--- config.mk ---
export PLATFORM = sky130hd
export DESIGN_NAME = glitch_sequencer_flat
export DESIGN_NICKNAME = d
export VERILOG_FILES = /design/src/rtl/glitch_pkg.sv /design/src/rtl/glitch_sequencer_if.sv /design/src/rtl/sync_2ff.sv /design/src/rtl/glitch_sequencer.sv /design/src/flat_wrapper.sv
export SDC_FILE = /design/constraint.sdc
export NUM_CORES = 1
export LEC_CHECK = 0
export ABC_AREA = 1
export BUFFER_PORTS_ARGS = -buffer_cell sky130_fd_sc_hd__buf_4
export CORE_MARGIN = 4
export CORE_UTILIZATION = 35
export DETAILED_ROUTE_END_ITERATION = 16
export GPL_TIMING_DRIVEN = 0
export PLACE_DENSITY = 0.5
export REMOVE_ABC_BUFFERS = 1
export SYNTH_ARGS = -nofsm -noshare
export SYNTH_HDL_FRONTEND = slang
export SYNTH_SLANG_ARGS = --single-unit
--- constraint.sdc ---
create_clock -name clk -period 5.3 [get_ports clk]
set_input_delay 0.265 -clock clk [delete_from_list [all_inputs] [get_ports clk]]
set_output_delay 0.265 -clock clk [all_outputs]
set_load 0.01 [all_outputs]
--- src/rtl/glitch_pkg.sv ---
// Shared types and default build constants for the glitch sequencer.
package glitch_pkg;

  typedef enum logic [2:0] {
    S_IDLE  = 3'd0,
    S_ARMED = 3'd1,
    S_DELAY = 3'd2,
    S_PULSE = 3'd3,
    S_GAP   = 3'd4,
    S_DONE  = 3'd5
  } glitch_state_e;

  localparam int   DEF_DELAY_W       = 32;
  localparam int   DEF_WIDTH_W       = 16;
  localparam int   DEF_COUNT_W       = 4;
  localparam logic DEF_GLITCH_ACTIVE = 1'b1;

endpackage

--- src/rtl/glitch_sequencer_if.sv ---
// Control, configuration and status bundle of the glitch sequencer.
interface glitch_sequencer_if #(
  parameter int DELAY_W = glitch_pkg::DEF_DELAY_W,
  parameter int WIDTH_W = glitch_pkg::DEF_WIDTH_W,
  parameter int COUNT_W = glitch_pkg::DEF_COUNT_W
);
  // arm is a one-cycle strobe honoured only in IDLE without abort; abort is
  // a level sampled every cycle and wins over everything; no ready/ack path.
  logic                        arm;
  logic                        abort;
  logic                        trigger;
  logic                        trig_falling;
  logic [DELAY_W-1:0]          delay_cfg;
  logic [WIDTH_W-1:0]          width_cfg;
  logic [WIDTH_W-1:0]          gap_cfg;
  logic [COUNT_W-1:0]          count_cfg;
  logic                        glitch;
  logic                        armed;
  logic                        delay_active;
  logic                        done;
  logic [COUNT_W-1:0]          pulse_idx;
  glitch_pkg::glitch_state_e   state;

  modport master (
    output arm, abort, trigger, trig_falling, delay_cfg, width_cfg, gap_cfg, count_cfg,
    input  glitch, armed, delay_active, done, pulse_idx, state
  );

  modport slave (
    input  arm, abort, trigger, trig_falling, delay_cfg, width_cfg, gap_cfg, count_cfg,
    output glitch, armed, delay_active, done, pulse_idx, state
  );
endinterface

--- src/rtl/sync_2ff.sv ---
// Two-flop synchroniser for bringing asynchronous levels into the clk domain.
module sync_2ff #(
  parameter int               WIDTH   = 1,
  parameter logic [WIDTH-1:0] RST_VAL = '0
) (
  input  logic             clk,
  input  logic             rst_n,
  input  logic [WIDTH-1:0] i_d,
  output logic [WIDTH-1:0] o_q
);
  logic [WIDTH-1:0] r_meta;
  logic [WIDTH-1:0] r_sync;

  always_ff @(posedge clk or negedge rst_n) begin
    if (!rst_n) begin
      r_meta <= RST_VAL;
      r_sync <= RST_VAL;
    end else begin
      r_meta <= i_d;
      r_sync <= r_meta;
    end
  end

  assign o_q = r_sync;
endmodule

--- src/rtl/glitch_sequencer.sv ---
// Trigger-aligned glitch pulse train generator: arm, wait for an edge, delay,
// then emit count pulses of fixed width separated by fixed gaps.
module glitch_sequencer
  import glitch_pkg::*;
#(
  parameter int   DELAY_W       = DEF_DELAY_W,
  parameter int   WIDTH_W       = DEF_WIDTH_W,
  parameter int   COUNT_W       = DEF_COUNT_W,
  parameter logic GLITCH_ACTIVE = DEF_GLITCH_ACTIVE
) (
  input  logic               clk,
  input  logic               rst_n,
  glitch_sequencer_if.slave  bus
);
  glitch_state_e        r_state, w_next_state;
  logic [DELAY_W-1:0]   r_delay, r_delay_cnt, w_delay_cnt_nxt;
  logic [WIDTH_W-1:0]   r_width, r_gap, r_phase_cnt, w_phase_cnt_nxt;
  logic [COUNT_W-1:0]   r_count, r_pulse_idx, w_pulse_idx_nxt;
  logic                 r_falling;
  logic                 r_glitch, r_armed, r_delay_active, r_done, w_done_nxt;
  logic                 w_trig_s, r_trig_d;
  logic                 w_edge, w_trig_idle, w_arm_ok;

  sync_2ff #(.WIDTH(1), .RST_VAL(1'b0)) u_sync (
    .clk   (clk),
    .rst_n (rst_n),
    .i_d   (bus.trigger),
    .o_q   (w_trig_s)
  );

  assign w_edge      = r_falling ? (r_trig_d & ~w_trig_s) : (w_trig_s & ~r_trig_d);
  assign w_trig_idle = r_falling ? w_trig_s : ~w_trig_s;
  assign w_arm_ok    = (r_state == S_IDLE) && bus.arm && !bus.abort;

  always_comb begin
    w_next_state    = r_state;
    w_delay_cnt_nxt = r_delay_cnt;
    w_phase_cnt_nxt = r_phase_cnt;
    w_pulse_idx_nxt = r_pulse_idx;
    w_done_nxt      = r_done;
    if (bus.abort) begin
      w_next_state    = S_IDLE;
      w_delay_cnt_nxt = '0;
      w_phase_cnt_nxt = '0;
      w_pulse_idx_nxt = '0;
      w_done_nxt      = 1'b0;
    end else begin
      case (r_state)
        S_IDLE: begin
          if (bus.arm) begin
            w_next_state    = S_ARMED;
            w_delay_cnt_nxt = '0;
            w_phase_cnt_nxt = '0;
            w_pulse_idx_nxt = '0;
            w_done_nxt      = 1'b0;
          end
        end
        S_ARMED: begin
          // A zero delay skips DELAY so the first pulse lands one cycle after the edge.
          if (w_edge) begin
            w_next_state    = (r_delay == '0) ? S_PULSE : S_DELAY;
            w_delay_cnt_nxt = '0;
            w_phase_cnt_nxt = '0;
            w_pulse_idx_nxt = '0;
          end
        end
        S_DELAY: begin
          if (r_delay_cnt == r_delay - DELAY_W'(1)) begin
            w_next_state    = S_PULSE;
            w_delay_cnt_nxt = '0;
            w_phase_cnt_nxt = '0;
          end else begin
            w_delay_cnt_nxt = r_delay_cnt + DELAY_W'(1);
          end
        end
        S_PULSE: begin
          if (r_phase_cnt == r_width - WIDTH_W'(1)) begin
            w_phase_cnt_nxt = '0;
            if (r_pulse_idx == r_count - COUNT_W'(1)) begin
              w_next_state = S_DONE;
              w_done_nxt   = 1'b1;
            end else begin
              w_next_state = S_GAP;
            end
          end else begin
            w_phase_cnt_nxt = r_phase_cnt + WIDTH_W'(1);
          end
        end
        S_GAP: begin
          if (r_phase_cnt == r_gap - WIDTH_W'(1)) begin
            w_next_state    = S_PULSE;
            w_phase_cnt_nxt = '0;
            w_pulse_idx_nxt = r_pulse_idx + COUNT_W'(1);
          end else begin
            w_phase_cnt_nxt = r_phase_cnt + WIDTH_W'(1);
          end
        end
        S_DONE: begin
          if (w_trig_idle) w_next_state = S_IDLE;
        end
        default: w_next_state = S_IDLE;
      endcase
    end
  end

  // Status outputs are registered from the next state so they line up with r_state.
  always_ff @(posedge clk or negedge rst_n) begin
    if (!rst_n) begin
      r_state        <= S_IDLE;
      r_delay_cnt    <= '0;
      r_phase_cnt    <= '0;
      r_pulse_idx    <= '0;
      r_done         <= 1'b0;
      r_armed        <= 1'b0;
      r_delay_active <= 1'b0;
      r_glitch       <= ~GLITCH_ACTIVE;
      r_trig_d       <= 1'b0;
    end else begin
      r_state        <= w_next_state;
      r_delay_cnt    <= w_delay_cnt_nxt;
      r_phase_cnt    <= w_phase_cnt_nxt;
      r_pulse_idx    <= w_pulse_idx_nxt;
      r_done         <= w_done_nxt;
      r_armed        <= (w_next_state == S_ARMED);
      r_delay_active <= (w_next_state == S_DELAY);
      r_glitch       <= (w_next_state == S_PULSE) ? GLITCH_ACTIVE : ~GLITCH_ACTIVE;
      r_trig_d       <= w_trig_s;
    end
  end

  always_ff @(posedge clk or negedge rst_n) begin
    if (!rst_n) begin
      r_delay   <= '0;
      r_width   <= '0;
      r_gap     <= '0;
      r_count   <= '0;
      r_falling <= 1'b0;
    end else if (w_arm_ok) begin
      r_delay   <= bus.delay_cfg;
      r_width   <= (bus.width_cfg == '0) ? WIDTH_W'(1) : bus.width_cfg;
      r_gap     <= (bus.gap_cfg == '0)   ? WIDTH_W'(1) : bus.gap_cfg;
      r_count   <= (bus.count_cfg == '0) ? COUNT_W'(1) : bus.count_cfg;
      r_falling <= bus.trig_falling;
    end
  end

  assign bus.glitch       = r_glitch;
  assign bus.armed        = r_armed;
  assign bus.delay_active = r_delay_active;
  assign bus.done         = r_done;
  assign bus.pulse_idx    = r_pulse_idx;
  assign bus.state        = r_state;
endmodule

--- src/flat_wrapper.sv ---
// flat-port wrapper written by rule: the top's interface ports become plain ports
module glitch_sequencer_flat import glitch_pkg::*;
#(
  parameter int   DELAY_W       = DEF_DELAY_W,
  parameter int   WIDTH_W       = DEF_WIDTH_W,
  parameter int   COUNT_W       = DEF_COUNT_W,
  parameter logic GLITCH_ACTIVE = DEF_GLITCH_ACTIVE
)
  (clk, rst_n, bus_arm, bus_abort, bus_trigger, bus_trig_falling, bus_delay_cfg, bus_width_cfg, bus_gap_cfg, bus_count_cfg, bus_glitch, bus_armed, bus_delay_active, bus_done, bus_pulse_idx, bus_state);
  glitch_sequencer_if #(.DELAY_W(DELAY_W), .WIDTH_W(WIDTH_W), .COUNT_W(COUNT_W)) bus_i ();
  input  logic clk;
  input  logic rst_n;
  input wire logic [$bits(bus_i.arm)-1:0] bus_arm;
  input wire logic [$bits(bus_i.abort)-1:0] bus_abort;
  input wire logic [$bits(bus_i.trigger)-1:0] bus_trigger;
  input wire logic [$bits(bus_i.trig_falling)-1:0] bus_trig_falling;
  input wire logic [$bits(bus_i.delay_cfg)-1:0] bus_delay_cfg;
  input wire logic [$bits(bus_i.width_cfg)-1:0] bus_width_cfg;
  input wire logic [$bits(bus_i.gap_cfg)-1:0] bus_gap_cfg;
  input wire logic [$bits(bus_i.count_cfg)-1:0] bus_count_cfg;
  output wire logic [$bits(bus_i.glitch)-1:0] bus_glitch;
  output wire logic [$bits(bus_i.armed)-1:0] bus_armed;
  output wire logic [$bits(bus_i.delay_active)-1:0] bus_delay_active;
  output wire logic [$bits(bus_i.done)-1:0] bus_done;
  output wire logic [$bits(bus_i.pulse_idx)-1:0] bus_pulse_idx;
  output wire logic [$bits(bus_i.state)-1:0] bus_state;
  assign bus_i.arm = bus_arm;
  assign bus_i.abort = bus_abort;
  assign bus_i.trigger = bus_trigger;
  assign bus_i.trig_falling = bus_trig_falling;
  assign bus_i.delay_cfg = bus_delay_cfg;
  assign bus_i.width_cfg = bus_width_cfg;
  assign bus_i.gap_cfg = bus_gap_cfg;
  assign bus_i.count_cfg = bus_count_cfg;
  assign bus_glitch = bus_i.glitch;
  assign bus_armed = bus_i.armed;
  assign bus_delay_active = bus_i.delay_active;
  assign bus_done = bus_i.done;
  assign bus_pulse_idx = bus_i.pulse_idx;
  assign bus_state = bus_i.state;
  glitch_sequencer #(.DELAY_W(DELAY_W), .WIDTH_W(WIDTH_W), .COUNT_W(COUNT_W), .GLITCH_ACTIVE(GLITCH_ACTIVE)) u_core (.clk(clk), .rst_n(rst_n), .bus(bus_i));
endmodule
# After elaboration in Yosys (flattened, before gate mapping)
# Cells that the tools add are included.
[word_totals]
reg_bits = 131
in_bits = 74
out_inout_bits = 11
elab_cells = 99
[classes]
addsub = 7
n_eq_ne = 18
muxes = 38
bitwise_logic = 4
n_reduce_logical = 16
[ops]
columns = ["cell", "n"]
rows = [
  ["16-bit two-way mux", 8],
  ["32-bit two-way mux", 4],
  ["32-bit case mux with 3 select lines", 1],
  ["16-bit case mux with 5 select lines", 1],
  ["32-bit by 1-bit adder with 32-bit output (second input constant)", 1],
  ["16-bit equality test", 2],
  ["32-bit equality test", 1],
  ["16-bit logical NOT", 2],
  ["32-bit logical NOT", 1],
  ["16-bit by 1-bit subtractor with 16-bit output (second input constant)", 2],
  ["32-bit by 1-bit subtractor with 32-bit output (second input constant)", 1],
  ["3-bit two-way mux", 7],
  ["4-bit two-way mux", 5],
  ["3-bit case mux with 6 select lines", 1],
  ["16-bit by 1-bit adder with 16-bit output (second input constant)", 1],
  ["3-bit by 2-bit != test with 1-bit output (second input constant)", 5],
  ["3-bit by 2-bit equality test with 1-bit output (second input constant)", 4],
  ["4-bit case mux with 3 select lines", 1],
  ["4-bit AND reduction", 3],
  ["1-bit two-way mux", 9],
  ["4-bit nonzero test", 2],
  ["3-bit by 1-bit equality test with 1-bit output (second input constant)", 2],
  ["3-bit equality test (second input constant)", 2],
  ["6-bit nonzero test", 1],
  ["other kinds (13)", 16],
]

# Logic depth before layout (Yosys ltp)
[depth]
word_depth = 8
depth_mapped = 19
mapped_depth_nobuf = 18

# By module
# A second synthesis with hierarchy kept.
[hier_totals]
cells_unflattened = 1356
hier_area_um2 = 9158.8
[by_module_without_submodules]
columns = ["mod", "n_inst", "cells_per_inst", "area_each_um2", "seq_area_each_um2"]
rows = [
  ["glitch_sequencer", 1, 1354, 9108.7, 3228.1],
  ["sync_2ff", 1, 2, 50.0, 50.0],
]

# Worst setup path after synthesis
# No wires, ideal clock.
[synth_timing]
kind = "register -> register"
startpoint = "reg u_core.r_delay[0]"
endpoint = "reg u_core.r_phase_cnt[14]"
setup_time_ns = 0.121
arrival_ns = 2.052
required_ns = 5.179
slack_ns = 3.127
path_stages_with_launch = 16
path_buffers = 1
synth_period_minus_slack_ns = 2.173
path_cell_list = "dfrtp_1 > inv_1 > ha_1 > nand2_2 > nor2_8 > nand2_2 > nor2_2 > xor2_1 > nand3_1 > nor2_1 > nand3_1 > nand3_2 > nand2_4 > buf_6 > nand2_1 > nand2_1"
[synth_via]
elab_chain_cells = 4
[synth_lines]
columns = ["item", "line_no", "source"]
rows = [
  ["from (decl)", "glitch_sequencer.sv:16", "logic [DELAY_W-1:0] r_delay, r_delay_cnt, w_delay_cnt_nxt;"],
  ["from (signal assigned)", "glitch_sequencer.sv:139", "r_delay <= bus.delay_cfg;"],
  ["32-bit by 1-bit subtractor with 32-bit output", "glitch_sequencer.sv:68", "if (r_delay_cnt == r_delay - DELAY_W'(1)) begin"],
  ["32-bit equality test", "glitch_sequencer.sv:68", ""],
  ["3-bit by 2-bit != test with 1-bit output (no source line)", "-", ""],
  ["4-bit AND reduction (no source line)", "-", ""],
  ["to (signal assigned)", "glitch_sequencer.sv:121", "r_phase_cnt <= w_phase_cnt_nxt;"],
  ["to (decl)", "glitch_sequencer.sv:17", "logic [WIDTH_W-1:0] r_width, r_gap, r_phase_cnt, w_phase_cnt_nxt;"],
]
# No other way between the ends.
# A chain may end at the register's enable or synchronous reset.

# Worst setup path in the final report
[layout_timing]
startpoint = "reg u_core.r_delay[0]"
endpoint = "reg u_core.r_phase_cnt[12]"
# Same word-level chain as after synthesis.

==> flow_summary.ini <==
[status]
run_status = finished, final reports clean

[finish]
final_cell_mix = nand2_1 (449), nor2_1 (156), dfrtp_1 (131), inv_1 (129), buf_4 (83)
layout.cells.most_common = nand2_1
antennaDiodeCount = 0
finalNetCount = 1451
areaGrowthSynthToFinish_pct = 17.6
drive_above_1_share_pct = 11.1

[worst_setup_path]
reg2reg_setup_slack_ns = 2.02
worst-setup-path-type = register to register
timing.critical_path.slowest_stage_cell = nand3_2
worstPathArrival_ns = 3.58
r2r_start = u_core.r_delay[0]
cell_chain_critical_path = inv_1, ha_1, nand2_2, nor2_8, nand2_2, nor2_2, xor2_1, nand3_1, nor2_1, nand3_1, nand3_2, nand2_4, nand2_1, nand2_1
critical_path_sink_type = register
cells_on_worst_reg2reg_path = 14
critPathLaunchType = register
crit_path_max_fanout = 33
critical_path.reg2reg.endpoint = u_core.r_phase_cnt[12]
critical_path_required_ns = 5.60
max_stage_delay_ns = 0.56

[grt]
grt_first_pass_wirelength_um = 39900
initial_antenna_violation_count = 0
first_global_vias = 7648
groute.usage.overall_pct = 17.6
globalRouteOverflowTotal = 0
pin_count_of_the_biggest_net_entering_global_routing = 92

[run]
drv_cap = 0

[synth]
ys_async_sr_fraction_pct = 100
yosys.area.top_type_share_pct = 37.5
predominant_post_synthesis_flop_cell = dfrtp_1
syn_area_um2 = 8750
yosys.area.top_type = dfrtp_1
post_synth.cell_area_avg_um2 = 6.75
synth-edff-count = 0
synth_sequential_area_ratio_pct = 37.5
yosys.cell_types.count = 41
netlist_instances = 1296
synth-warning-count = 0
number_of_synthesized_register_bits = 131
netlist_top_cells_area = dfrtp_1 (37%), nand2_1 (19%), nor2_1 (6.7%)

[timing]
timing.final.max_slew_violations = 0
finalHoldViolations = 0
timing.max_slew.rel_slack_pct = 30.0
clock_skew_ns = 0.0103
timing.final.setup_violations = 0
worstMarginPinSlew_ns = 1.05
clock.fmax_ghz = 0.305
final.min_clock_period_ns = 3.28
unrepaired_setup_endpoints_after_global_routing = false
post-route-period-util_pct = 61.9
setup_total_negative_slack_ns = 0

[routing]
avgViaCountPerCell = 4.72
detailroute.via_count = 8051
wl_per_cell_um = 14.0
drt_first_pass_iters = 5
route.antenna.remaining_nets = 0
routed_wl_um = 23900
drt_iter0_markers = 441
detail_route.drc_violations = 0

[floorplan]
floorplan.rows = 57
design.die.area_um2 = 27600
fp.coreArea_um2 = 24500
boundaryPins = 85
die_y_um = 166
die_width_um = 166
start_util_pct = 35.8

[hold_path]
timing.hold.worst_path_depth = 3
hold_path_class = primary input to register
worstHoldStart = bus_delay_cfg[21]
hold-path-endpoint = u_core.r_delay[21]

[clock_tree]
max-clock-path-buffers = 2
hold_buffers = 2
clock_latency_late_sink_ns = 0.42
root_buffer = clkbuf_16
post_cts_repair_timing_setup_buffer_count = 0
tritoncts_clock_tree = yes
tritoncts.num_buffers = 17
cts_resized = 0
clkTransAtPathRegs_ns = 0.06
cts.htree.levels = 4
cts_sinks = 131

[power]
power.density_cell_area_nw_per_um2 = 351
vdd_ir_drop_max_v = 0.000161
fin_total_pwr_uw = 3610
static_leakage_power_uw = 0.00511

[placed_design]
dp_hpwl_um = 18200
gp_congestion = 0.852
io_buffer_count = 84
-- cell type report --
| type | instances | area [um^2] |
|---|---|---|
| well taps | 324 | 405 |
| multi-input cells | 997 | 4820 |
| flip-flops and latches | 131 | 3280 |
| inverters | 135 | 509 |
| repair buffers | 88 | 702 |
| fillers | 2659 | 14200 |
| clock inverters | 12 | 106 |
| clock buffers | 20 | 467 |
-- cell usage after synthesis, drive strengths merged, types with 8 or more instances --
master  instances
a21oi          52
buf            11
clkbuf         22
dfrtp         131
inv           134
nand2         457
nand3          82
nand3b          8
nand4          18
nor2          172
nor3           25
nor4            9
o21ai          51
xnor2          34
xor2           57
-- worst max-delay path by stage --
stage	endpoint	cells after the start	slack (ns)	start
after floorplan	u_core.r_delay[0]	5	2.52	u_core.bus.state[1]
after detailed placement	u_core.r_phase_cnt[2]	14	2.02	u_core.r_delay[0]
after global placement	u_core.r_delay[5]	6	0.90	u_core.bus.state[1]
final	u_core.r_phase_cnt[12]	14	2.02	u_core.r_delay[0]
after global routing	u_core.r_phase_cnt[3]	14	1.72	u_core.r_delay[0]
after CTS	u_core.r_phase_cnt[2]	14	1.98	u_core.r_delay[0]
-- cells by family after synthesis --
logic type | count (synthesis) | share of synthesized area (%)
adders and majority gates | 7 | 1.00
buffers and inverters | 168 | 7.46
xor gates and xnor gates | 91 | 9.11
AOI/OAI and AO/OA | 119 | 7.25
DFF | 131 | 37.5
and+or+nand+nor | 780 | 37.7
-- where the power goes --
| group | switching, uW | leakage (uW) | internal, uW |
|---|---|---|---|
| Combinational | 700 | 0.00312 | 409 |
| Sequential | 195 | 0.00171 | 1150 |
| Clock | 472 | 0.000274 | 681 |
| Total | 1370 | 0.00511 | 2240 |
-- sequential cells by signal, summed over array words and instances, names as in the netlist, 3 cells and up --
name / count
u_core.bus.pulse_idx: 4
u_core.bus.state: 3
u_core.r_count: 4
u_core.r_delay: 32
u_core.r_delay_cnt: 32
u_core.r_gap: 16
u_core.r_phase_cnt: 16
u_core.r_width: 16
-- per-stage QoR --
step | hold slack (ns) | worst slack [ns] | cell area (um^2) | utilization, % | std cells
after floorplan | -0.0306 | 2.52 | 8610 | - | 1263
after global placement | 0.341 | 0.895 | 9640 | 39.4 | 1671
after detailed placement | 0.296 | 2.02 | 9700 | 39.6 | 1673
after CTS | 0.0153 | 1.98 | 10300 | 42.1 | 1707
after global routing | 0.0307 | 1.72 | 10300 | 42.1 | 1707
final | 0.0324 | 2.02 | 10300 | 42.1 | 1707
-- worst max-delay path, delay by kind of cell (launching register included) --
| family | cells | cell delay (ns) |
|---|---|---|
| and+or+nand+nor | 11 | 2.11 |
| xor gates and xnor gates | 1 | 0.16 |
| DFF | 1 | 0.37 |
| buffers and inverters | 1 | 0.18 |
| adders and majority gates | 1 | 0.31 |
-- layer usage --
layer / vias up / part of all wire, % / GRT usage (%)
li1: 4248 / - / -
met1: 3640 / 55 / 27.8
met2: 139 / 40 / 24.8
met3: 24 / 3.5 / 3.02
met4: 0 / 1.3 / 4.34
met5: - / 0 / 0
(Power assumes the default switching activity.)
